$ cat src/rtl/nibble_pkg.sv
// Shared definitions for the nibble deserializer front end.
package nibble_pkg;

    localparam int         WIDTH_DEFAULT = 4;
    localparam logic [7:0] DROP_MAX      = 8'd255;

    typedef enum logic [0:0] {
        UNSYNC = 1'b0,
        SHIFT  = 1'b1
    } state_t;

endpackage

$ cat src/rtl/nibble_fifo.sv
// Small output FIFO: registered storage, combinational head read.
module nibble_fifo #(
    parameter int WIDTH = 4,
    parameter int DEPTH = 2
) (
    input  logic             clk,
    input  logic             reset,
    input  logic             i_push,
    input  logic [WIDTH-1:0] i_data,
    input  logic             i_pop,
    output logic [WIDTH-1:0] o_data,
    output logic             o_full,
    output logic             o_empty
);

    localparam int          AW      = $clog2(DEPTH);
    localparam logic [AW:0] PTR_ONE = (AW + 1)'(1);

    logic [WIDTH-1:0] r_mem [DEPTH];
    logic [AW:0]      r_wptr;
    logic [AW:0]      r_rptr;
    logic             w_push;
    logic             w_pop;

    assign w_push = i_push && !o_full;
    assign w_pop  = i_pop && !o_empty;

    // Pointers carry one extra wrap bit so full and empty are distinguishable.
    always_ff @(posedge clk or negedge reset) begin
        if (!reset) begin
            for (int i = 0; i < DEPTH; i++) begin
                r_mem[i] <= '0;
            end
            r_wptr <= '0;
            r_rptr <= '0;
        end else begin
            if (w_push) begin
                r_mem[r_wptr[AW-1:0]] <= i_data;
                r_wptr                <= r_wptr + PTR_ONE;
            end
            if (w_pop) begin
                r_rptr <= r_rptr + PTR_ONE;
            end
        end
    end

    assign o_empty = (r_wptr == r_rptr);
    assign o_full  = (r_wptr[AW] != r_rptr[AW]) && (r_wptr[AW-1:0] == r_rptr[AW-1:0]);
    assign o_data  = r_mem[r_rptr[AW-1:0]];

endmodule

$ cat src/rtl/nibble_deserializer.sv
// Aligns a serial bit stream to frame markers and assembles WIDTH-bit words
// into an output FIFO with a valid/ready interface.
module nibble_deserializer
    import nibble_pkg::*;
#(
    parameter int WIDTH     = WIDTH_DEFAULT,
    parameter bit MSB_FIRST = 1'b1,
    parameter int DEPTH     = 2
) (
    input  logic             clk,
    input  logic             reset,
    input  logic             s_bit,
    input  logic             s_valid,
    input  logic             s_frame,
    output logic             s_ready,
    output logic [WIDTH-1:0] a,
    output logic             a_valid,
    input  logic             a_ready,
    output logic             frame_err,
    output logic [7:0]       drop_count
);

    localparam int          CW   = $clog2(WIDTH);
    localparam logic [CW-1:0] LAST = CW'(WIDTH - 1);
    localparam logic [CW-1:0] ONE  = CW'(1);

    state_t           r_state;
    logic [CW-1:0]    r_count;
    logic [WIDTH-1:0] r_shift;
    logic             r_frame_err;
    logic [7:0]       r_drop;

    logic             w_full;
    logic             w_empty;
    logic             w_accept;
    logic             w_realign;
    logic             w_load;
    logic             w_push;
    logic [CW-1:0]    w_idx;
    logic [CW-1:0]    w_pos;
    logic [WIDTH-1:0] w_word;

    // Stall only on the final bit of a word, and only from registered state.
    assign s_ready   = !((r_count == LAST) && w_full);
    assign w_accept  = s_valid && s_ready;
    assign w_realign = w_accept && (r_state == SHIFT) && s_frame && (r_count != '0);
    assign w_load    = w_accept && ((r_state == SHIFT) || s_frame);
    assign w_push    = w_load && (r_state == SHIFT) && !w_realign && (r_count == LAST);
    assign w_idx     = w_realign ? '0 : r_count;
    assign w_pos     = MSB_FIRST ? (LAST - w_idx) : w_idx;

    // A word starting at index 0 begins from a clean register.
    always_comb begin
        w_word        = (w_idx == '0) ? '0 : r_shift;
        w_word[w_pos] = s_bit;
    end

    always_ff @(posedge clk or negedge reset) begin
        if (!reset) begin
            r_state     <= UNSYNC;
            r_count     <= '0;
            r_shift     <= '0;
            r_frame_err <= 1'b0;
            r_drop      <= '0;
        end else begin
            if (w_load) begin
                r_shift <= w_word;
                r_state <= SHIFT;
                r_count <= w_push ? '0 : (w_idx + ONE);
            end
            if (w_realign) begin
                r_frame_err <= 1'b1;
                if (r_drop != DROP_MAX) begin
                    r_drop <= r_drop + 8'd1;
                end
            end
        end
    end

    nibble_fifo #(
        .WIDTH (WIDTH),
        .DEPTH (DEPTH)
    ) u_fifo (
        .clk     (clk),
        .reset   (reset),
        .i_push  (w_push),
        .i_data  (w_word),
        .i_pop   (a_ready),
        .o_data  (a),
        .o_full  (w_full),
        .o_empty (w_empty)
    );

    assign a_valid    = !w_empty;
    assign frame_err  = r_frame_err;
    assign drop_count = r_drop;

endmodule

$ cat config.mk
export PLATFORM = sky130hd
export DESIGN_NAME = nibble_deserializer
export DESIGN_NICKNAME = d
export VERILOG_FILES = /design/src/rtl/nibble_pkg.sv /design/src/rtl/nibble_fifo.sv /design/src/rtl/nibble_deserializer.sv
export SDC_FILE = /design/constraint.sdc
export NUM_CORES = 1
export LEC_CHECK = 0
export BUFFER_PORTS_ARGS = -buffer_cell sky130_fd_sc_hd__buf_2
export CAP_MARGIN = 20
export CORE_MARGIN = 2
export CORE_UTILIZATION = 50
export CTS_CLUSTER_DIAMETER = 120
export DETAILED_ROUTE_END_ITERATION = 16
export PLACE_DENSITY = 0.72
export SETUP_SLACK_MARGIN = 0.02
export SYNTH_ARGS = -nofsm -noshare
export SYNTH_HDL_FRONTEND = slang
export SYNTH_SLANG_ARGS = --single-unit
$ cat constraint.sdc
create_clock -name clk -period 4 [get_ports clk]
set_input_delay 0.2 -clock clk [delete_from_list [all_inputs] [get_ports clk]]
set_output_delay 0.2 -clock clk [all_outputs]
set_load 0.05 [all_outputs]
==> metrics.log, run 1 <==
INFO  metric ys_seq_elements = 28
INFO  metric insertion_delay = roughly 330 ps
INFO  metric report.power.total = ~0.0014 W
INFO  metric worst_case_register_to_register_setup_slack = between 1500 and 2000 ps
INFO  metric syn-cell-area = ~1400 um^2
INFO  metric clkSinkCount = 28
INFO  metric grt_util_all_layers = between 10% and 20%
INFO  metric globalRouteOverflowTotal = 0
INFO  metric hold-path-cell-count = 3
INFO  metric critPathSlowestCell = dfrtp_1
INFO  metric floorplan.rows = 19
INFO  metric max-cap-violations = 0
INFO  metric length_of_the_first_detailed_routing_pass_in_iterations = 4
INFO  metric slowest_delay = about 530 ps
INFO  metric syn_to_final_growth = 13.3%
INFO  metric post_drt_wl_per_cell = approximately 14 um
INFO  metric floorplan.initialDensity = between 50% and 60%
INFO  metric end_point_of_the_worst_hold_path = u_fifo.r_rptr[0]
INFO  metric die_w = slightly below 60 um
INFO  metric r2r_cells = 7
INFO  metric synthesis.area_per_instance = 11.3 um^2
INFO  metric max_clock_freq = around 450 MHz
INFO  metric finalCritPeriodShare = 55.8%
INFO  metric outcome = complete, no violations
INFO  metric final_hold_violating_endpoints = 0
INFO  metric initial_antenna_violation_count = 0
INFO  metric first_global_vias = just under 1000
INFO  metric timing.critical_path.cells = xor2_1 -> o31ai_1 -> nand2_1 -> ha_1 -> or3_1 -> o21ai_0 -> mux2_2
INFO  metric rsz_0062_raised_after_global_routing = no
INFO  metric final.setup.tns = 0 ps
INFO  metric pin_count_of_the_biggest_net_entering_global_routing = 29
INFO  metric numPortBuffers = 20
INFO  metric floorplan.die_area = 3340 um^2
INFO  metric dp_worst_setup_slack = between 1500 and 2000 ps
INFO  metric tightestPinTransition = between 600 and 700 ps
INFO  metric totalWireLength = between 2 and 3 mm
INFO  metric place_congestion = ~0.8
INFO  metric fp.coreArea = approximately 2800 um^2
INFO  metric detailed_place_hpwl = between 2 and 2.5 mm
INFO  metric crit-reg2reg-launch = u_fifo.r_rptr[0]
INFO  metric ctsResizeCount = 0
INFO  metric clock_power_share = a little over an eighth
INFO  metric cell_internal_pwr = between 0.0007 and 0.0008 W
INFO  metric synth-seq-area-share = between 40% and 50%
INFO  metric syn-num-nets = roughly 140
INFO  metric post_dp_cell_area = between 1500 and 2000 um^2
INFO  metric initialDrtViolationCount = 39
INFO  metric cts_root_buffer = clkbuf_4
INFO  metric power.share.sequential = between 30% and 40%
INFO  metric layout.cell_area.non_filler = 1640 um^2
INFO  metric cts_post_setup_buffers_inserted = 0
INFO  metric cts_hold_buffers = 1
INFO  metric synthDistinctLibCells = 34
INFO  metric crit_fanout = 8
INFO  metric clock_skew = approximately 5.7 ps
INFO  metric maxSlewHeadroom = between 50% and 60%
INFO  metric drtAntennaViolNets = 0
INFO  metric cts-htree-levels = 1
INFO  metric power.leakage = ~0.79 nW
INFO  metric final.setup.worst_slack = around 1800 ps
INFO  metric swShare = 46.6%
INFO  metric power.share.combinational = 50.8%
INFO  metric report.final.setup_viol = 0
INFO  metric route.vias.total = between 1000 and 1500
INFO  metric powerDensity = 843 nW/um^2
INFO  metric die_y = 57.8 um
INFO  metric period_minus_slack = approximately 2200 ps
INFO  metric wp_data_arrival = between 2000 and 3000 ps
INFO  metric cts_max_path_buffers = 2
INFO  metric r2r_end = u_fifo.r_mem[1]
INFO  metric peakVddDrop = approximately 600 uV
INFO  metric syn-instance-count = 128
INFO  metric antennaDiodeCount = 0
INFO  metric hp-start = a_ready
INFO  metric cts_tree = built
INFO  metric grt_pass1_wl = 4.55 mm
INFO  metric detail_route.vias_per_cell = ~5.8
INFO  metric floorplan.io_pins = 21
INFO  metric worst_hold_path_type = input port to flip-flop
INFO  metric critical_path_class = flip-flop to flip-flop
INFO  metric final_net_count = between 150 and 200
INFO  metric synth.yosys.warnings = 0
INFO  metric numCtsBuffers = 3
INFO  metric endpoint_kind = flip-flop
INFO  metric startpoint_type_of_the_worst_setup_path = flip-flop
INFO  metric cts.clk_slew.worst_paths = approximately 150 ps
INFO  metric p_switching = 0.000644 W
INFO  metric required = between 4000 and 5000 ps
INFO  metric final_layout_size_suffix_gt1_share = 31.1%
INFO  metric finalMaxSlewViolations = 0
INFO  metric drc = 0
worst max-delay path: cells and delay by family (launching register included):
| kind | cells | cell delay (ps) |
|---|---|---|
| muxes | 1 | 180 |
| DFF | 1 | 530 |
| and+or+nand+nor | 2 | 510 |
| xor gates and xnor gates | 1 | 220 |
| AOI/OAI and AO/OA | 2 | 500 |
| adders and majority gates | 1 | 230 |
power by group through the flow:
stage          clock, W  combinational [W]  sequential [W]
3_5_place_dp          0           0.000703        0.000505
5_1_grt        0.000201           0.000761        0.000517
3_3_place_gp          0           0.000687        0.000497
2_1_floorplan         0           0.000516        0.000541
6_report       0.000183           0.000701        0.000497
4_1_cts        0.000189           0.000707        0.000499
sequential cells by signal (all words and copies together) (netlist names):
name	count
drop_count	8
frame_err	1
r_count	2
r_shift	4
r_state	1
u_fifo.r_mem	8
u_fifo.r_rptr	2
u_fifo.r_wptr	2
routing by layer:
metal	track usage, %	up-vias	share of wire [%]
met5	0	-	0
met4	6.64	0	2.1
met3	2.90	6	3.8
met2	26.9	23	48
met1	25.3	517	46
li1	-	503	-
per-stage QoR:
stage,util (%),std cells,hold slack [ps]
floorplan,-,128,-95.6
global placement,57.1,177,240
detailed placement,57.1,177,249
CTS,59.4,182,121
global route,59.4,182,127
finish,59.4,182,127
worst max path at each step:
| stage | end | slack [ps] | start |
|---|---|---|---|
| after floorplan | u_fifo.r_mem[5] | 1940 | r_count[0] |
| after global placement | u_fifo.r_mem[5] | 1890 | u_fifo.r_rptr[0] |
| after detailed placement | u_fifo.r_mem[1] | 1820 | u_fifo.r_rptr[0] |
| after CTS | u_fifo.r_mem[1] | 1760 | u_fifo.r_rptr[0] |
| after global routing | u_fifo.r_mem[1] | 1540 | u_fifo.r_rptr[0] |
| final | u_fifo.r_mem[1] | 1770 | u_fifo.r_rptr[0] |
layout by cell type (no fill, tap or decap), types with 2 or more instances in the layout:
master / count
inv_1: 6
o21ai_0: 3
nand2_1: 12
and3_1: 2
o31a_1: 2
xor2_1: 10
clkbuf_4: 3
a31o_2: 3
dfrtp_1: 28
ha_1: 3
mux2_2: 16
xnor2_1: 5
a21o_1: 3
nand3_1: 6
nor3_1: 4
buf_2: 20
o22ai_1: 3
nor2_1: 3
or3_1: 2
cells by family (layout without fill, tap and decap cells):
logic type / Yosys count / after routing / share of synthesized area (%)
xor+xnor: 15 / 15 / 9.09
flops: 28 / 28 / 48.5
mux: 17 / 17 / 13.2
fa+ha+maj: 4 / 4 / 3.29
simple gates: 35 / 35 / 11.9
compound gates: 21 / 21 / 11.9
buf+inv: 8 / 31 / 2.16
layout make-up:
cell class                 count  area (um^2)
clock buffer                   3         22.5
timing repair buffer          21          110
multi-input combinational     92          713
clock inverter                 1         30.0
inverter                       6         22.5
fill                         254         1120
tap                           31         38.8
sequential                    28          701
cell usage after synthesis (all sizes together):
cell type  instances  area [um^2]
a21o               3         22.5
inv                6         22.5
nor4               1         6.26
nor2               3         11.3
o31a               2         17.5
a2111oi            1         27.5
a2bb2oi            1         8.76
buf                1         5.00
ha                 3         37.5
or3                2         12.5
o211ai             1         7.51
o21ai              3         15.0
o31ai              1         7.51
xnor2              5         43.8
mux2              17          191
o22ai              3         18.8
or2                1         6.26
o2111ai            1         8.76
nand3              6         30.0
nor3               4         20.0
and2b              1         8.76
xor2              10         87.6
and3               2         12.5
nand4              1         6.26
a31oi              1         6.26
a21oi              1         5.00
clkbuf             1         3.75
and2               1         6.26
maj3               1         10.0
nand2             13         51.3
dfrtp             28          701
a31o               3         26.3
Power figures use the tool's default switching activity.
==> run 2, diff against run 1 <==
==> constraint.sdc (replaced) <==
create_clock -name clk -period 2.3 [get_ports clk]
set_input_delay 0.115 -clock clk [delete_from_list [all_inputs] [get_ports clk]]
set_output_delay 0.115 -clock clk [all_outputs]
set_load 0.05 [all_outputs]
==> metrics.log, run 2 (synthesis gave the netlist of run 1 again) <==
INFO  metric power.leakage = between 0.8 and 0.9 nW
INFO  metric grt_pass1_wl = ~4.8 mm
INFO  metric place_congestion = about 0.83
INFO  metric multi_input_area = around 730 um^2
INFO  metric required = between 2000 and 3000 ps
INFO  metric layout.core_utilization = around three fifths
INFO  metric pin_count_of_the_biggest_net_entering_global_routing = 29
INFO  metric cts_root_buffer = clkbuf_4
INFO  metric mostFrequentLayoutCells = dfrtp_1, buf_2, mux2_2, nand2_1, xor2_1
INFO  metric maxSlewHeadroom = roughly 54%
INFO  metric swShare = a little under half
INFO  metric cts-htree-levels = 1
INFO  metric die_y = approximately 58 um
INFO  metric max_clock_freq = roughly 480 MHz
INFO  metric length_of_the_first_detailed_routing_pass_in_iterations = 4
INFO  metric max-cap-violations = 0
INFO  metric finalCritPeriodShare = between 90% and 100%
INFO  metric floorplan.rows = 19
INFO  metric report.final.setup_viol = 0
INFO  metric numCtsBuffers = 3
INFO  metric initialDrtViolationCount = 37
INFO  metric die_w = 57.8 um
INFO  metric power.share.sequential = roughly a third
INFO  metric totalWireLength = 2.78 mm
INFO  metric wp_data_arrival = about 2400 ps
INFO  metric syn_to_final_growth = 15.5%
INFO  metric detailed_place_hpwl = around 2.0 mm
INFO  metric floorplan.io_pins = 21
INFO  metric drtAntennaViolNets = 0
INFO  metric numPortBuffers = 20
INFO  metric floorplan.initialDensity = between 50% and 60%
INFO  metric startpoint_type_of_the_worst_setup_path = flip-flop
INFO  metric peakVddDrop = 1090 uV
INFO  metric p_switching = around 0.0012 W
INFO  metric cts_max_path_buffers = 2
INFO  metric clock_power_share = between 10% and 20%
INFO  metric final_layout_size_suffix_gt1_share = roughly 34%
INFO  metric clkSinkCount = 28
INFO  metric tightestPinTransition = between 600 and 700 ps
INFO  metric detail_route.vias_per_cell = approximately 5.7
INFO  metric mostFrequentLayoutCell = dfrtp_1
INFO  metric route.vias.total = around 1000
INFO  metric fp.coreArea = 2760 um^2
INFO  metric final.setup.tns = 0 ps
INFO  metric cts.clk_slew.worst_paths = around 150 ps
INFO  metric cts_tree = built
INFO  metric rsz_0062_raised_after_global_routing = no
INFO  metric period_minus_slack = 2090 ps
INFO  metric insertion_delay = approximately 330 ps
INFO  metric clock_skew = 5.86 ps
INFO  metric first_global_vias = a little over 1000
INFO  metric critical_path_class = flip-flop to flip-flop
INFO  metric final-seq-area = 701 um^2
INFO  metric cell_internal_pwr = approximately 0.0013 W
INFO  metric final_net_count = 163
INFO  metric post_drt_wl_per_cell = approximately 15 um
INFO  metric endpoint_kind = flip-flop
INFO  metric final_hold_violating_endpoints = 0
INFO  metric globalRouteOverflowTotal = 0
INFO  metric fillerInstances = ~240
INFO  metric power.share.combinational = between 50% and 60%
INFO  metric outcome = complete, no violations
INFO  metric worst_case_register_to_register_setup_slack = roughly 210 ps
INFO  metric report.power.total = roughly 0.0025 W
INFO  metric finalMaxSlewViolations = 0
INFO  metric initial_antenna_violation_count = 0
INFO  metric drc = 0
INFO  metric grt_util_all_layers = between 10% and 20%
INFO  metric worst_hold_path_type = input port to flip-flop
INFO  metric cts_post_setup_buffers_inserted = 0
INFO  metric floorplan.die_area = 3340 um^2
INFO  metric antennaDiodeCount = 0
INFO  metric powerDensity = about 1500 nW/um^2
INFO  metric crit_fanout = 4
run 2: cell types whose count changed in the layout (fill, tap and decap cells not counted), sizes merged:
cell / before / now
buf: 20 / 22
run 2: cell type report:
| type | count | share of cell area [%] |
|---|---|---|
| repair buffers | 23 | 7.50 |
| clock buffers | 3 | 1.35 |
| well taps | 31 | 2.32 |
| clock inverters | 1 | 1.80 |
| multi-input cells | 92 | 43.7 |
| inverters | 6 | 1.35 |
| flip-flops and latches | 28 | 42.0 |
run 2: worst max-delay path: stages, from the launching register on:
cell and delay [ps]:
dfrtp_1 470, xnor2_2 210, o31ai_2 270, nand2_1 110, ha_1 230, or3_1 360
o21ai_0 210, mux2_2 180
run 2: layer usage:
layer  up-vias  part of all wire (%)  GRT usage, %
li1        512                     -             -
met1       516                    49          26.8
met2        16                    47          27.9
met3         4                   2.6          2.68
met4         0                   1.0          6.98
met5         -                     0             0
run 2: path summary, 6_finish.rpt:
| path | from | endpoint | cells past startpoint |
|---|---|---|---|
| max | u_fifo.r_wptr[1] | u_fifo.r_mem[6] | 7 |
| min | a_ready | u_fifo.r_rptr[0] | 3 |
| max reg2reg | u_fifo.r_wptr[1] | u_fifo.r_mem[6] | 7 |
| min reg2reg | frame_err | frame_err | 1 |
| max in group asynchronous | reset | u_fifo.r_mem[7] | 2 |
| min in group asynchronous | reset | r_count[0] | 2 |
run 2: timing repair:
| item | 4_1_cts | 5_1_grt |
|---|---|---|
| endpoints found under the hold margin | 28 | 0 |
| hold buffers | 1 | 0 |
| setup endpoints to repair | 0 | 4 |
| resized for setup | 0 | 4 |
run 2: power by group through the flow:
| stage | combinational (W) | clock (W) | sequential [W] |
|---|---|---|---|
| global route | 0.00142 | 0.000358 | 0.000886 |
| finish | 0.00130 | 0.000322 | 0.000855 |
| floorplan | 0.000898 | 0 | 0.000942 |
| global placement | 0.00124 | 0 | 0.000843 |
| detailed placement | 0.00127 | 0 | 0.000860 |
| CTS | 0.00128 | 0.000332 | 0.000847 |
run 2: per-stage QoR:
| stage | cells | area, um^2 | hold slack, ps | setup WS (ps) |
|---|---|---|---|---|
| after floorplan | 128 | 1450 | -181 | 242 |
| after detailed placement | 179 | 1590 | 167 | 82.8 |
| after global placement | 179 | 1590 | 155 | 135 |
| after CTS | 184 | 1650 | 19.0 | 40.9 |
| after global routing | 184 | 1670 | 8.27 | 49.1 |
| final | 184 | 1670 | 26.4 | 212 |
==> run 3, diff against run 2 <==
--- a/config.mk
+++ b/config.mk
@@ -11,6 +11,7 @@
 export CORE_UTILIZATION = 50
 export CTS_CLUSTER_DIAMETER = 120
 export DETAILED_ROUTE_END_ITERATION = 16
+export HOLD_SLACK_MARGIN = 0.08
 export PLACE_DENSITY = 0.72
 export SETUP_SLACK_MARGIN = 0.02
 export SYNTH_ARGS = -nofsm -noshare
==> metrics.log, run 3 (synthesis gave the netlist of run 1 again) <==
INFO  metric grt_util_all_layers = a little under a fifth
INFO  metric groute.layer.met1.usage = 26.8%
INFO  metric mostFrequentLayoutCell = dfrtp_1
INFO  metric report.final.setup_viol = 0
INFO  metric peakVddDrop = about 1100 uV
INFO  metric detailed_place_hpwl = 2.05 mm
INFO  metric antennaDiodeCount = 0
INFO  metric globalRouteOverflowTotal = 0
INFO  metric floorplan.die_area = ~3300 um^2
INFO  metric power.leakage = about 0.81 nW
INFO  metric drtAntennaViolNets = 0
INFO  metric powerDensity = between 1000 and 1500 nW/um^2
INFO  metric clock_skew = roughly 5.8 ps
INFO  metric numCtsBuffers = 3
INFO  metric floorplan.rows = 19
INFO  metric floorplan.initialDensity = a little over half
INFO  metric final_layout_size_suffix_gt1_share = approximately a third
INFO  metric numPortBuffers = 20
INFO  metric cts_tree = built
INFO  metric cts_root_buffer = clkbuf_4
INFO  metric cts_max_path_buffers = 2
INFO  metric endpoint_kind = flip-flop
INFO  metric first_global_vias = about 1100
INFO  metric outcome = complete, no violations
INFO  metric period_minus_slack = around 2100 ps
INFO  metric wp_data_arrival = between 2000 and 2500 ps
INFO  metric route.vias.total = ~1000
INFO  metric required = 2580 ps
INFO  metric die_w = between 50 and 60 um
INFO  metric drc = 0
INFO  metric cts.clk_slew.worst_paths = ~150 ps
INFO  metric crit_fanout = 4
INFO  metric floorplan.io_pins = 21
INFO  metric initial_antenna_violation_count = 0
INFO  metric layout.core_utilization = between 60% and 70%
INFO  metric length_of_the_first_detailed_routing_pass_in_iterations = 4
INFO  metric insertion_delay = 330 ps
INFO  metric final.setup.tns = 0 ps
INFO  metric die_y = 57.8 um
INFO  metric syn_to_final_growth = 16.2%
INFO  metric max_clock_freq = 479 MHz
INFO  metric finalMaxSlewViolations = 0
INFO  metric tightestPinTransition = a little under 700 ps
INFO  metric grt-busiest-layer = met2
INFO  metric fillerInstances = between 200 and 250
INFO  metric grt_pass1_wl = around 4.8 mm
INFO  metric place_congestion = roughly 0.83
INFO  metric post_drt_wl_per_cell = around 15 um
INFO  metric totalWireLength = about 2.8 mm
INFO  metric cts-htree-levels = 1
INFO  metric initialDrtViolationCount = 37
INFO  metric max-cap-violations = 0
INFO  metric clkSinkCount = 28
INFO  metric startpoint_type_of_the_worst_setup_path = flip-flop
INFO  metric detail_route.vias_per_cell = ~5.7
INFO  metric finalCritPeriodShare = between 90% and 100%
INFO  metric final_hold_violating_endpoints = 0
INFO  metric grt_use_met2 = between 20% and 30%
INFO  metric rsz_0062_raised_after_global_routing = no
INFO  metric maxSlewHeadroom = 54.1%
INFO  metric mostFrequentLayoutCells = dfrtp_1, buf_2, mux2_2, nand2_1, xor2_1
INFO  metric final_net_count = about 160
INFO  metric fp.coreArea = 2760 um^2
INFO  metric worst_hold_path_type = input port to flip-flop
INFO  metric critical_path_class = flip-flop to flip-flop
INFO  metric cts_post_setup_buffers_inserted = 0
INFO  metric pin_count_of_the_biggest_net_entering_global_routing = 29
INFO  metric gr-usage-met3 = around 2.7%
run 3: final cells by class:
class,count,area [um^2],area share (%)
timing repair buffer,24,135,8.05
clock buffer,3,22.5,1.34
tap,31,38.8,2.31
sequential,28,701,41.7
multi-input combinational,92,729,43.4
clock inverter,1,30.0,1.79
inverter,6,22.5,1.34
run 3: repair_timing:
action	in CTS	in global routing
hold buffers	2	0
resized for setup	0	4
endpoints found under the hold margin	30	0
setup endpoints to repair	0	4
run 3: report_power, final:
part	total [W]	switching [W]	internal [W]
clock	0.000322	0.000146	0.000176
sequential	0.000855	0.000182	0.000673
combinational	0.00130	0.000831	0.000473
total	0.00248	0.00116	0.00132
run 3: critical path: stages, from the launching register on:
cell     delay (ps)
dfrtp_1         470
xnor2_2         210
o31ai_2         270
nand2_1         110
ha_1            230
or3_1           360
o21ai_0         210
mux2_2          180
run 3: final timing paths:
check / start / to / slack [ps] / cells after the start
min in group asynchronous: reset / u_fifo.r_mem[0] / 310 / 2
min: s_bit / r_shift[2] / 100 / 2
min reg2reg: frame_err / frame_err / 480 / 1
max reg2reg: u_fifo.r_wptr[1] / u_fifo.r_mem[6] / 210 / 7
max in group asynchronous: reset / u_fifo.r_mem[7] / 1590 / 2
max: u_fifo.r_wptr[1] / u_fifo.r_mem[6] / 210 / 7
run 3: metrics by stage:
| stage | power [W] | setup WS, ps | std cells | hold WS (ps) | area [um^2] |
|---|---|---|---|---|---|
| 6_report | 0.00248 | 212 | 185 | 104 | 1680 |
| 5_1_grt | 0.00266 | 49.1 | 185 | 95.7 | 1680 |
| 4_1_cts | 0.00246 | 40.9 | 185 | 92.5 | 1660 |
| 3_5_place_dp | 0.00213 | 82.8 | 179 | 167 | 1590 |
| 3_3_place_gp | 0.00208 | 135 | 179 | 155 | 1590 |
| 2_1_floorplan | 0.00184 | 242 | 128 | -181 | 1450 |
run 3: metal layers:
metal  wire length (um)  vias to the layer above
met2               1300                       16
met5                  0                        -
met3                 68                        4
li1                   -                      514
met1               1380                      513
met4                 30                        0
